<file path="config.mk">
export PLATFORM = sky130hd
export DESIGN_NAME = reg_trace_unit
export DESIGN_NICKNAME = d
export VERILOG_FILES = /design/src/rtl/reg_trace_unit.sv
export SDC_FILE = /design/constraint.sdc
export NUM_CORES = 1
export LEC_CHECK = 0
export CORE_MARGIN = 1.5
export CORE_UTILIZATION = 40
export CTS_BUF_LIST = sky130_fd_sc_hd__clkbuf_16
export DETAILED_ROUTE_END_ITERATION = 8
export MAX_ROUTING_LAYER = met4
export PLACE_DENSITY = 0.68
export SYNTH_ARGS = -nofsm -noshare
export SYNTH_HDL_FRONTEND = slang
export SYNTH_SLANG_ARGS = --single-unit
export TNS_END_PERCENT = 20
</file>
<file path="constraint.sdc">
create_clock -name clk -period 8.97 [get_ports clk]
set_input_delay 0.897 -clock clk [delete_from_list [all_inputs] [get_ports clk]]
set_output_delay 0.897 -clock clk [all_outputs]
set_load 0.01 [all_outputs]
</file>
<file path="src/rtl/reg_trace_unit.sv">
// reg_trace_unit
//
// Watches a bank of 32-bit architectural register taps. It emits one compact
// change record {stamp, idx, value} per changed register over a valid/ready
// stream. A small show-ahead FIFO buffers the records. When a register changes
// again before its previous record was queued, only the latest value and
// stamp are kept, and the sticky coalesce_flag is raised.
//
// Ports:
//   clk           system clock, everything on the rising edge
//   reset         synchronous, active-high reset
//   regs          flattened taps, reg N (1-based) at [32N-1:32(N-1)]
//   trace_valid   a record is presented on trace_data
//   trace_ready   consumer takes the record when valid && ready at an edge
//   trace_data    {stamp[CYC_W-1:0], idx[3:0] (1-based), value[31:0]}; 0 when empty
//   fifo_level    current FIFO occupancy
//   coalesce_flag sticky: some intermediate register value was never traced

module reg_trace_unit #(
  parameter int NREGS = 10,
  parameter int CYC_W = 16,
  parameter int DEPTH = 8
) (
  input  logic                     clk,
  input  logic                     reset,
  input  logic [32*NREGS-1:0]      regs,
  output logic                     trace_valid,
  input  logic                     trace_ready,
  output logic [CYC_W+36-1:0]      trace_data,
  output logic [$clog2(DEPTH):0]   fifo_level,
  output logic                     coalesce_flag
);

  localparam int AW = $clog2(DEPTH);
  localparam int LW = AW + 1;
  localparam int RW = CYC_W + 36;

  // Change-detection state
  logic [CYC_W-1:0] cyc_cnt;
  logic [31:0]      shadow [NREGS];
  logic [CYC_W-1:0] stamp  [NREGS];
  logic [NREGS-1:0] pending;
  logic [NREGS-1:0] chg;
  logic [NREGS-1:0] pop_onehot;
  logic             coal_hit;

  // FIFO state
  logic [RW-1:0]    mem [DEPTH];
  logic [AW-1:0]    wr_ptr;
  logic [AW-1:0]    rd_ptr;
  logic [LW-1:0]    count;
  logic             fifo_full;
  logic             pop_fifo;
  logic             push_ok;
  logic             push_fifo;
  logic [RW-1:0]    push_rec;

  // A tap differs from its shadow copy: full 32-bit compare
  always_comb begin
    chg = '0;
    for (int i = 0; i < NREGS; i++) begin
      chg[i] = (regs[32*i +: 32] != shadow[i]);
    end
  end

  assign trace_valid = (count != '0);
  assign pop_fifo    = trace_valid && trace_ready;
  assign fifo_full   = (count == LW'(DEPTH));
  // A full FIFO still accepts a push when it is being drained this edge
  assign push_ok     = !fifo_full || pop_fifo;

  // Lowest pending register wins the single push slot. The record uses the
  // registered shadow and stamp, so a same-edge change on that register
  // is traced later, not merged into this record.
  always_comb begin
    pop_onehot = '0;
    push_fifo  = 1'b0;
    push_rec   = '0;
    for (int i = 0; i < NREGS; i++) begin
      if (push_ok && pending[i] && !push_fifo) begin
        pop_onehot[i] = 1'b1;
        push_fifo     = 1'b1;
        push_rec      = {stamp[i], 4'(i + 1), shadow[i]};
      end
    end
  end

  // A change on a register that still has an un-queued record overwrites it
  assign coal_hit = |(chg & pending & ~pop_onehot);

  always_ff @(posedge clk) begin
    if (reset) begin
      cyc_cnt       <= '0;
      pending       <= '0;
      coalesce_flag <= 1'b0;
      for (int i = 0; i < NREGS; i++) begin
        shadow[i] <= '0;
        stamp[i]  <= '0;
      end
    end else begin
      cyc_cnt <= cyc_cnt + CYC_W'(1);
      pending <= (pending & ~pop_onehot) | chg;
      if (coal_hit) begin
        coalesce_flag <= 1'b1;
      end
      for (int i = 0; i < NREGS; i++) begin
        shadow[i] <= regs[32*i +: 32];
        if (chg[i]) begin
          stamp[i] <= cyc_cnt;
        end
      end
    end
  end

  // FIFO storage needs no reset; the output is gated by the occupancy count
  always_ff @(posedge clk) begin
    if (push_fifo) begin
      mem[wr_ptr] <= push_rec;
    end
  end

  always_ff @(posedge clk) begin
    if (reset) begin
      wr_ptr <= '0;
      rd_ptr <= '0;
      count  <= '0;
    end else begin
      if (push_fifo) begin
        wr_ptr <= wr_ptr + AW'(1);
      end
      if (pop_fifo) begin
        rd_ptr <= rd_ptr + AW'(1);
      end
      case ({push_fifo, pop_fifo})
        2'b10:   count <= count + LW'(1);
        2'b01:   count <= count - LW'(1);
        default: count <= count;
      endcase
    end
  end

  assign trace_data = trace_valid ? mem[rd_ptr] : '0;
  assign fifo_level = count;

endmodule

</file>
==> Yosys cells after proc, flatten, opt, wreduce, memory -nomap -nowiden <==
Memory sizes are Yosys's and may differ from the RTL's. A register that Yosys moved wholly into a read port is not among the register bits.
Cells that the tools add are included.
{ "op_classes": {"n_reduce_logical": 34, "eq_ne": 13, "bitwise_logic": 25, "add_sub_neg": 5, "n_mux": 88} }
{ "op_table": {"columns": ["op", "count"], "rows": [
  ["2-to-1 mux 52 bit", 11],
  ["2-to-1 mux 32 bit", 10],
  ["inequality test 32 bit", 10],
  ["2-to-1 mux 16 bit", 10],
  ["2-to-1 mux 1 bit", 54],
  ["bitwise AND 10 bit", 3],
  ["logical AND 1 bit", 20],
  ["OR 1 bit", 20],
  ["adder 16 x 1 -> 16 bit, second input constant", 1],
  ["zero test 1 bit", 10],
  ["inverter 10 bit", 1],
  ["OR 10 bit", 1],
  ["OR reduction 10 bit", 1],
  ["one-hot mux 4 bit (2 select lines)", 1],
  ["adder 3 x 1 -> 3 bit, second input constant", 2],
  ["2-to-1 mux 3 bit", 2],
  ["adder 4 x 1 -> 4 bit, second input constant", 1],
  ["equality test 4 bit, second input constant", 1],
  ["nonzero test 4 bit", 1],
  ["subtractor 4 x 1 -> 4 bit, second input constant", 1],
  ["equality test 2 x 1 -> 1 bit, second input constant", 1],
  ["equality test 2 bit, second input constant", 1],
  ["nonzero test 2 bit", 1],
  ["logical OR 1 bit", 1]
]} }
{ "totals": {"elab_cells": 174, "memories": 3, "out_inout_bits": 58, "inputBits": 323, "mem_bits_rw": 896, "regBits": 37} }
{ "mem_list": {"columns": ["memory", "depth", "width", "read_ports", "rd_clocked_by_memory_dff", "wr", "line", "text"], "rows": [
  ["mem", 8, 52, 1, 1, 1, "48", "logic [RW-1:0] mem [DEPTH];"],
  ["shadow", 10, 32, 10, 0, 10, "40", "logic [31:0] shadow [NREGS];"],
  ["stamp", 10, 16, 10, 0, 10, "41", "logic [CYC_W-1:0] stamp [NREGS];"]
]} }

==> Longest topological paths before layout <==
Gate-level depths: netlist of the first run.
{ "logic_depth": {"word_depth": 35, "ltp_mapped": 14, "mapped_depth_nobuf": 11} }

==> Least setup slack after synthesis of the first run <==
OpenSTA, ideal clock, no wires.
{ "synth_path": {"path_kind": "input port to flip-flop", "start": "input trace_ready", "end": "memory mem[1][0] (netlist name), enable pin", "setup_ns": 0.609, "t_arrival_ns": 7.253, "cell_stages": 6, "path_buffers": 1, "t_required_ns": 8.361, "path_slack_ns": 1.107, "path_cell_list": "nand2b_1 -> clkbuf_1 -> nor2_1 -> a21oi_1 -> inv_1 -> nor4b_1"} }
{ "synth_via": {"elab_chain_cells": 33, "word_cells_on_any_way": 42, "classes_between": "12 x mux; 30 x reduce/logical"} }
{ "synth_rtl": {"columns": ["item", "line", "text"], "rows": [
  ["start: declaration", "28", "input logic trace_ready,"],
  ["logical AND 1 bit *", "67", "assign pop_fifo = trace_valid && trace_ready;"],
  ["logical OR 1 bit *", "70", "assign push_ok = !fifo_full || pop_fifo;"],
  ["logical AND 1 bit", "80", "if (push_ok && pending[i] && !push_fifo) begin"],
  ["2-to-1 mux 1 bit", "80", null],
  ["zero test 1 bit", "80", null],
  ["logical AND 1 bit", "80", null],
  ["2-to-1 mux 1 bit", "80", null],
  ["zero test 1 bit", "80", null],
  ["(+17 left out)", null, null],
  ["zero test 1 bit", "80", null],
  ["logical AND 1 bit", "80", null],
  ["2-to-1 mux 1 bit", "80", null],
  ["zero test 1 bit", "80", null],
  ["logical AND 1 bit", "80", null],
  ["2-to-1 mux 1 bit *", "80", null],
  ["2-to-1 mux 1 bit *", "117", "if (push_fifo) begin"],
  ["2-to-1 mux 1 bit (implied by the code) *", "118", "mem[wr_ptr] <= push_rec;"],
  ["end: declaration", "48", null]
]} }
Mark *: on every way between the ends. The rest lies on a longest branch, timed or not.

==> flow_summary.yaml, run 1 <==
outcome:
  status: "complete, but fails checks"
  violations: "design-rule violations"
cts:
  cts_buffers: 92
  post_cts_buffers: 0
  clkSinkCount: 936
  clk_pin_slew_ps: 60
  postCtsHoldBufs: 0
  clockRootBuffer: "clkbuf_16"
  clk_latency_ps: 670
  cts.path.max_buffers: 3
  h-tree-depth: 3
  cts_tree: "yes"
  cts.repair.resized: 0
grt:
  antenna_found_initial: 12
  grt_use_total: 0.247
  gr-total-overflow: 0
  grt_max_degree: 131
  first_global_vias: 24600
  grt_first_pass_wirelength_mm: 172
critical_path:
  crit_required_ps: 8070
  cp_slowest_cell: "buf_4"
  crit_chain: "buf_4, mux4_2, mux2i_1, nor2_1, clkdlybuf4s50_1"
  crit_path_max_incr_delay_ps: 850
  path_max_fanout: 48
  start_kind: "flop"
  criticalPathCategory: "reg2out"
  arrival_ps: 3880
  crit_path_end_kind: "output port"
layout:
  multi_input_area_sq_mm: 0.0137
  ff_latch_area_sq_mm: 0.0245
  syn2layout_area_growth_pct: 20.7
  finalNonFillerCells: 4586
  num-fill-cells: 8330
  drive_gt1_frac: 0.0915
  utilization: 0.486
  fin_nets: 3551
yosys:
  syn_nets: 3224
  yosysWarnings: 0
  synth_mux_area_frac: 0.0747
  synthSimpleGateAreaFrac: 0.131
  synth-main-ff-cell: "edfxtp_1"
  ys_ff_latch: 936
  netlist_top_cells_area: "edfxtp_1 44%, dfxtp_1 19%, xor2_1 7.5%, mux4_2 6.0%, nor2b_1 5.2%"
  syn_area_per_cell_sq_um: 13.4
  synth_edf_count: 576
  synth-seq-area-share: 0.630
  synth_compound_area_frac: 0.0661
  yosysTopAreaCellShare: 0.445
  synth_top_area_cell: "edfxtp_1"
  synth_cells: 2895
  synthTopCellsByCount: "576 x edfxtp_1, 360 x dfxtp_1, 332 x xor2_1"
  post_synth_xor_area_fraction: 0.0759
  synth_area_sq_mm: 0.0389
  ys_types: 62
  synth_top_family_by_area: "simple AND/OR/NAND/NOR gates"
  synthAdderAreaFrac: 0.00193
  async_reset_ff_frac: 0
  yosysMostFrequentCell: "edfxtp_1"
timing:
  fin_crit_ps: 4780
  setup_tns_ps: 0
  finalSetupViolCount: 0
  skew_ps: 31.3
  worstMarginPinSlew_ps: 1230
  fmax_mhz: 209
  hold_viol_final: 0
  maxSlewHeadroom: 0.176
  finalCritPeriodShare: 0.533
  grt_setup_unrepaired: "false"
  maxSlewViolCount: 0
die:
  coreArea_sq_mm: 0.0966
  die_w_microns: 315
  fp.dieH_microns: 315
  die_area_sq_mm: 0.0991
  ios: 381
  initial_core_util: 0.403
  rows: 114
placed_design:
  dp_hpwl_mm: 85.7
  portBuffers: 380
  placed_cells: 4404
  gp_congestion: 0.969
detailed_routing:
  wire_per_inst_microns: 26.3
  vias_per_cell: 5.59
  vias: 25600
  drtPass1Iterations: 9
  drt_wl_total_mm: 121
  drc_errors: 11
  drt-initial-drc-count: 3311
  final_antenna_net_count: 0
run:
  cap_viol_max_count: 0
worst_hold_path:
  min_path_type: "reg2reg"
power:
  max-vdd-ir-drop_mv: 0.140
  power_density_mw_per_mm2: 223
  p_leak_nw: 17.1
[critical path: cells and delay by family (launching register included)]
kind | cells | cell delay, ps
AND/OR/NAND/NOR | 1 | 80
buffers and inverters | 2 | 1360
flip-flops | 1 | 820
multiplexers | 2 | 900
[cell type report]
| type | count | share of cell area |
|---|---|---|
| Clock inverter | 74 | 0.0110 |
| Sequential cell | 936 | 0.522 |
| Multi-Input combinational cell | 1764 | 0.292 |
| Clock buffer | 97 | 0.0517 |
| Antenna cell | 11 | 0.000586 |
| Inverter | 10 | 0.000800 |
| Timing Repair Buffer | 418 | 0.0872 |
| Tap cell | 1276 | 0.0340 |
[metal layers]
layer / share of wire / up-vias / global-route usage
met5: 0 / - / -
met4: 0.026 / 0 / 0.0634
met3: 0.099 / 175 / 0.0482
met2: 0.45 / 1382 / 0.370
met1: 0.42 / 12800 / 0.345
li1: - / 11300 / -
[state kept, by name, indices dropped and copies added (netlist names), named ones only]
| register | flops |
|---|---|
| coalesce_flag | 1 |
| cyc_cnt | 16 |
| fifo_level | 4 |
| mem | 416 |
| pending | 10 |
| rd_ptr | 3 |
| shadow | 320 |
| stamp | 160 |
| wr_ptr | 3 |
[logic make-up after synthesis]
logic type / count (synthesis)
AND/OR/NAND/NOR: 909
XOR/XNOR: 337
adder cells (fa/ha/maj): 6
flip-flops: 936
AO/OA/AOI/OAI: 352
multiplexers: 160
buffers and inverters: 195
[path summary, 6_finish.rpt]
| kind | slack [ps] | endpoint | startpoint | cells past startpoint |
|---|---|---|---|---|
| setup / recovery | 4190 | trace_data[15] | flop | 5 |
| hold / removal | 510 | flop | rd_ptr[1]$_SDFFE_PP0N_ | 2 |
| setup reg to reg | 4540 | mem[6][30]$_DFFE_PP_ | pending[0]$_SDFF_PP0_ | 6 |
| hold reg to reg | 510 | flop | rd_ptr[1]$_SDFFE_PP0N_ | 2 |
[through the flow]
stage	total power [mW]	hold WS (ps)	instance area [sq um]	setup WS (ps)
2_1_floorplan	5.97	466	38900	1110
3_3_place_gp	6.81	483	44000	4610
3_5_place_dp	6.83	500	44000	4550
4_1_cts	10.5	511	46900	3950
5_1_grt	10.8	526	46900	3820
6_report	10.5	506	46900	4190
[power by group]
group / internal (mW) / switching, mW
sequential: 4.78 / 0.173
clock: 2.08 / 1.68
combinational: 0.856 / 0.911
[layout by cell type (no fill, tap or decap), types with 43 or more instances in the layout]
cell,synthesis,routed
mux4_2,104,104
nand2_1,88,88
a21oi_1,70,70
nor2_1,161,159
nor2b_1,324,323
dfxtp_1,360,356
a22oi_1,43,43
and2_1,163,163
mux2i_1,56,56
xor2_1,332,332
edfxtp_1,576,576
clkdlybuf4s50_1,0,379
clkbuf_16,0,97
o21ai_0,44,44
nor4_1,82,81
No activity file was read; power rests on OpenSTA's default activity.
==> run 2, diff against run 1 <==
clock period = 4.63 ns   (was 8.97 ns; I/O delays follow)
==> run 2 against run 1 <==
The run now ends clean. Clock power is 100% higher. Power is 97% higher. First-iteration DRC count is 9.9% lower. Worst setup slack worse by 3500 ps. Cell count is 0.65% higher. Clock-buffer cell count stayed put. Critical path depth stayed put. Critical path type unchanged. Die area stayed put.
==> flow_summary.yaml, run 2 (synthesis gave the netlist of run 1 again) <==
critical_path:
  crit_chain: "buf_4, mux4_2, mux2i_1, nor2_1, clkdlybuf4s50_1"
  path_max_fanout: 19
  endpoint: "trace_data[27]"
  crit_path_max_incr_delay_ps: 600
  arrival_ps: 3430
  ff2ff_setup_slack_ps: 810
  crit_required_ps: 4170
  r2r-start: "pending[1]$_SDFF_PP0_"
  crit_path_end_kind: "output port"
  reg2reg_to: "mem[2][15]$_DFFE_PP_"
  start_kind: "flop"
  rr_worst_depth: 6
  cp_slowest_cell: "dfxtp_4"
  criticalPathCategory: "reg2out"
die:
  coreArea_sq_mm: 0.0966
  rows: 114
  initial_core_util: 0.403
  die_area_sq_mm: 0.0991
  die_w_microns: 315
  ios: 381
  fp.dieH_microns: 315
grt:
  first_global_vias: 24900
  grt_first_pass_wirelength_mm: 173
  gr-total-overflow: 0
  grt_max_degree: 141
  grt_use_total: 0.248
  antenna_found_initial: 8
power:
  power_density_mw_per_mm2: 435
  seqPwrFrac: 0.466
  p_leak_nw: 17.3
  switchingPower_mw: 5.43
  p_int_mw: 15.2
  power.share.clock: 0.364
  max-vdd-ir-drop_mv: 0.289
  combPwrFrac: 0.170
  switching_share: 0.263
placed_design:
  gp_congestion: 0.950
  portBuffers: 380
  placed_cells: 4427
  place_area_sq_mm: 0.0444
  dp_hpwl_mm: 88.3
detailed_routing:
  final_antenna_net_count: 0
  drtPass1Iterations: 8
  drt-initial-drc-count: 2984
  vias_per_cell: 5.54
  wire_per_inst_microns: 26.1
  vias: 25600
  drc_errors: 0
  drt_wl_total_mm: 121
timing:
  worstMarginPinSlew_ps: 1350
  fin_crit_ps: 3900
  skew_ps: 39.6
  finalCritPeriodShare: 0.842
  finalSetupViolCount: 0
  fmax_mhz: 257
  maxSlewHeadroom: 0.0937
  maxSlewViolCount: 0
  grt_setup_unrepaired: "false"
  hold_viol_final: 0
  holdWs_ps: 324
layout:
  utilization: 0.491
  final_cell_mix: "576 x edfxtp_1, 379 x clkdlybuf4s50_1, 356 x dfxtp_1"
  largest_reg_flops: 416
  reg.largest.list: "mem x416, shadow x320, stamp x160"
  syn2layout_area_growth_pct: 22.0
  final_area_sq_mm: 0.0474
  finalNonFillerCells: 4616
  layout_commonest_cell: "edfxtp_1"
  num-fill-cells: 8373
  fin_nets: 3578
  drive_gt1_frac: 0.0984
  regMostFlops: "mem"
cts:
  cts.repair.resized: 0
  cts_tree: "yes"
  clkSinkCount: 936
  clockRootBuffer: "clkbuf_16"
  cts_buffers: 96
  clk_pin_slew_ps: 60
  cts.path.max_buffers: 3
  postCtsHoldBufs: 0
  post_cts_buffers: 0
  clk_latency_ps: 690
  h-tree-depth: 3
worst_hold_path:
  min_path_type: "in2reg"
run:
  cap_viol_max_count: 0
outcome:
  status: "complete, no violations"
run 2: cell count changes in the layout (fill, tap and decap cells not counted), moves of 2 or more:
cell / delta
inv_2: -3
clkinv_4: -2
inv_1: +3
buf_12: +17
nor2b_2: +2
bufinv_16: +3
buf_4: +6
clkinv_1: +4
clkinv_2: +4
diode_2: -3
run 2: power groups by stage:
| stage | combinational [mW] | clock (mW) | sequential, mW |
|---|---|---|---|
| 3_5_place_dp | 3.54 | 0 | 9.78 |
| 3_3_place_gp | 3.52 | 0 | 9.77 |
| 6_report | 3.51 | 7.51 | 9.60 |
| 4_1_cts | 3.56 | 7.59 | 9.60 |
| 2_1_floorplan | 1.98 | 0 | 9.57 |
| 5_1_grt | 3.74 | 7.92 | 9.64 |
run 2: worst min-delay path by stage:
stage                                  to  cells past startpoint  slack [ps]                   start
2_1_floorplan       cyc_cnt[9]$_SDFF_PP0_                      2         470   cyc_cnt[9]$_SDFF_PP0_
3_3_place_gp                         flop                      2         480  rd_ptr[1]$_SDFFE_PP0N_
3_5_place_dp                         flop                      2         490  rd_ptr[1]$_SDFFE_PP0N_
4_1_cts        fifo_level[1]$_SDFFE_PP0P_                      2         320                   reset
5_1_grt        fifo_level[1]$_SDFFE_PP0P_                      2         370                   reset
6_report          shadow[0][2]$_SDFF_PP0_                      2         320                   reset
run 2: worst max-delay path, delay by kind of cell, from the launching register on:
kind	cells	cell delay, ps
flip-flops	1	600
AND/OR/NAND/NOR	1	110
multiplexers	2	1130
buffers and inverters	2	880
run 2: per-layer routing:
metal | up-vias | track usage | part of all wire
met1 | 12800 | 0.329 | 0.41
met5 | - | - | 0
li1 | 11300 | - | -
met2 | 1237 | 0.378 | 0.46
met3 | 175 | 0.0605 | 0.10
met4 | 0 | 0.0711 | 0.028
run 2: layout make-up:
class | instances | area [sq um] | area share
Antenna cell | 8 | 20.0 | 0.000422
Clock buffer | 97 | 2430 | 0.0512
Clock inverter | 84 | 636 | 0.0134
Inverter | 10 | 37.5 | 0.000791
Multi-Input combinational cell | 1764 | 13700 | 0.289
Sequential cell | 936 | 24500 | 0.517
Tap cell | 1276 | 1600 | 0.0337
Timing Repair Buffer | 441 | 4480 | 0.0944
run 2: per-stage QoR:
step                      setup TNS, ps  worst slack [ps]  power [mW]
final                                 0               733        20.6
after global routing                  0               553        21.3
after CTS                             0               692        20.8
after detailed placement              0               726        13.3
after global placement                0               778        13.3
after floorplan                 -270060             -1170        11.6
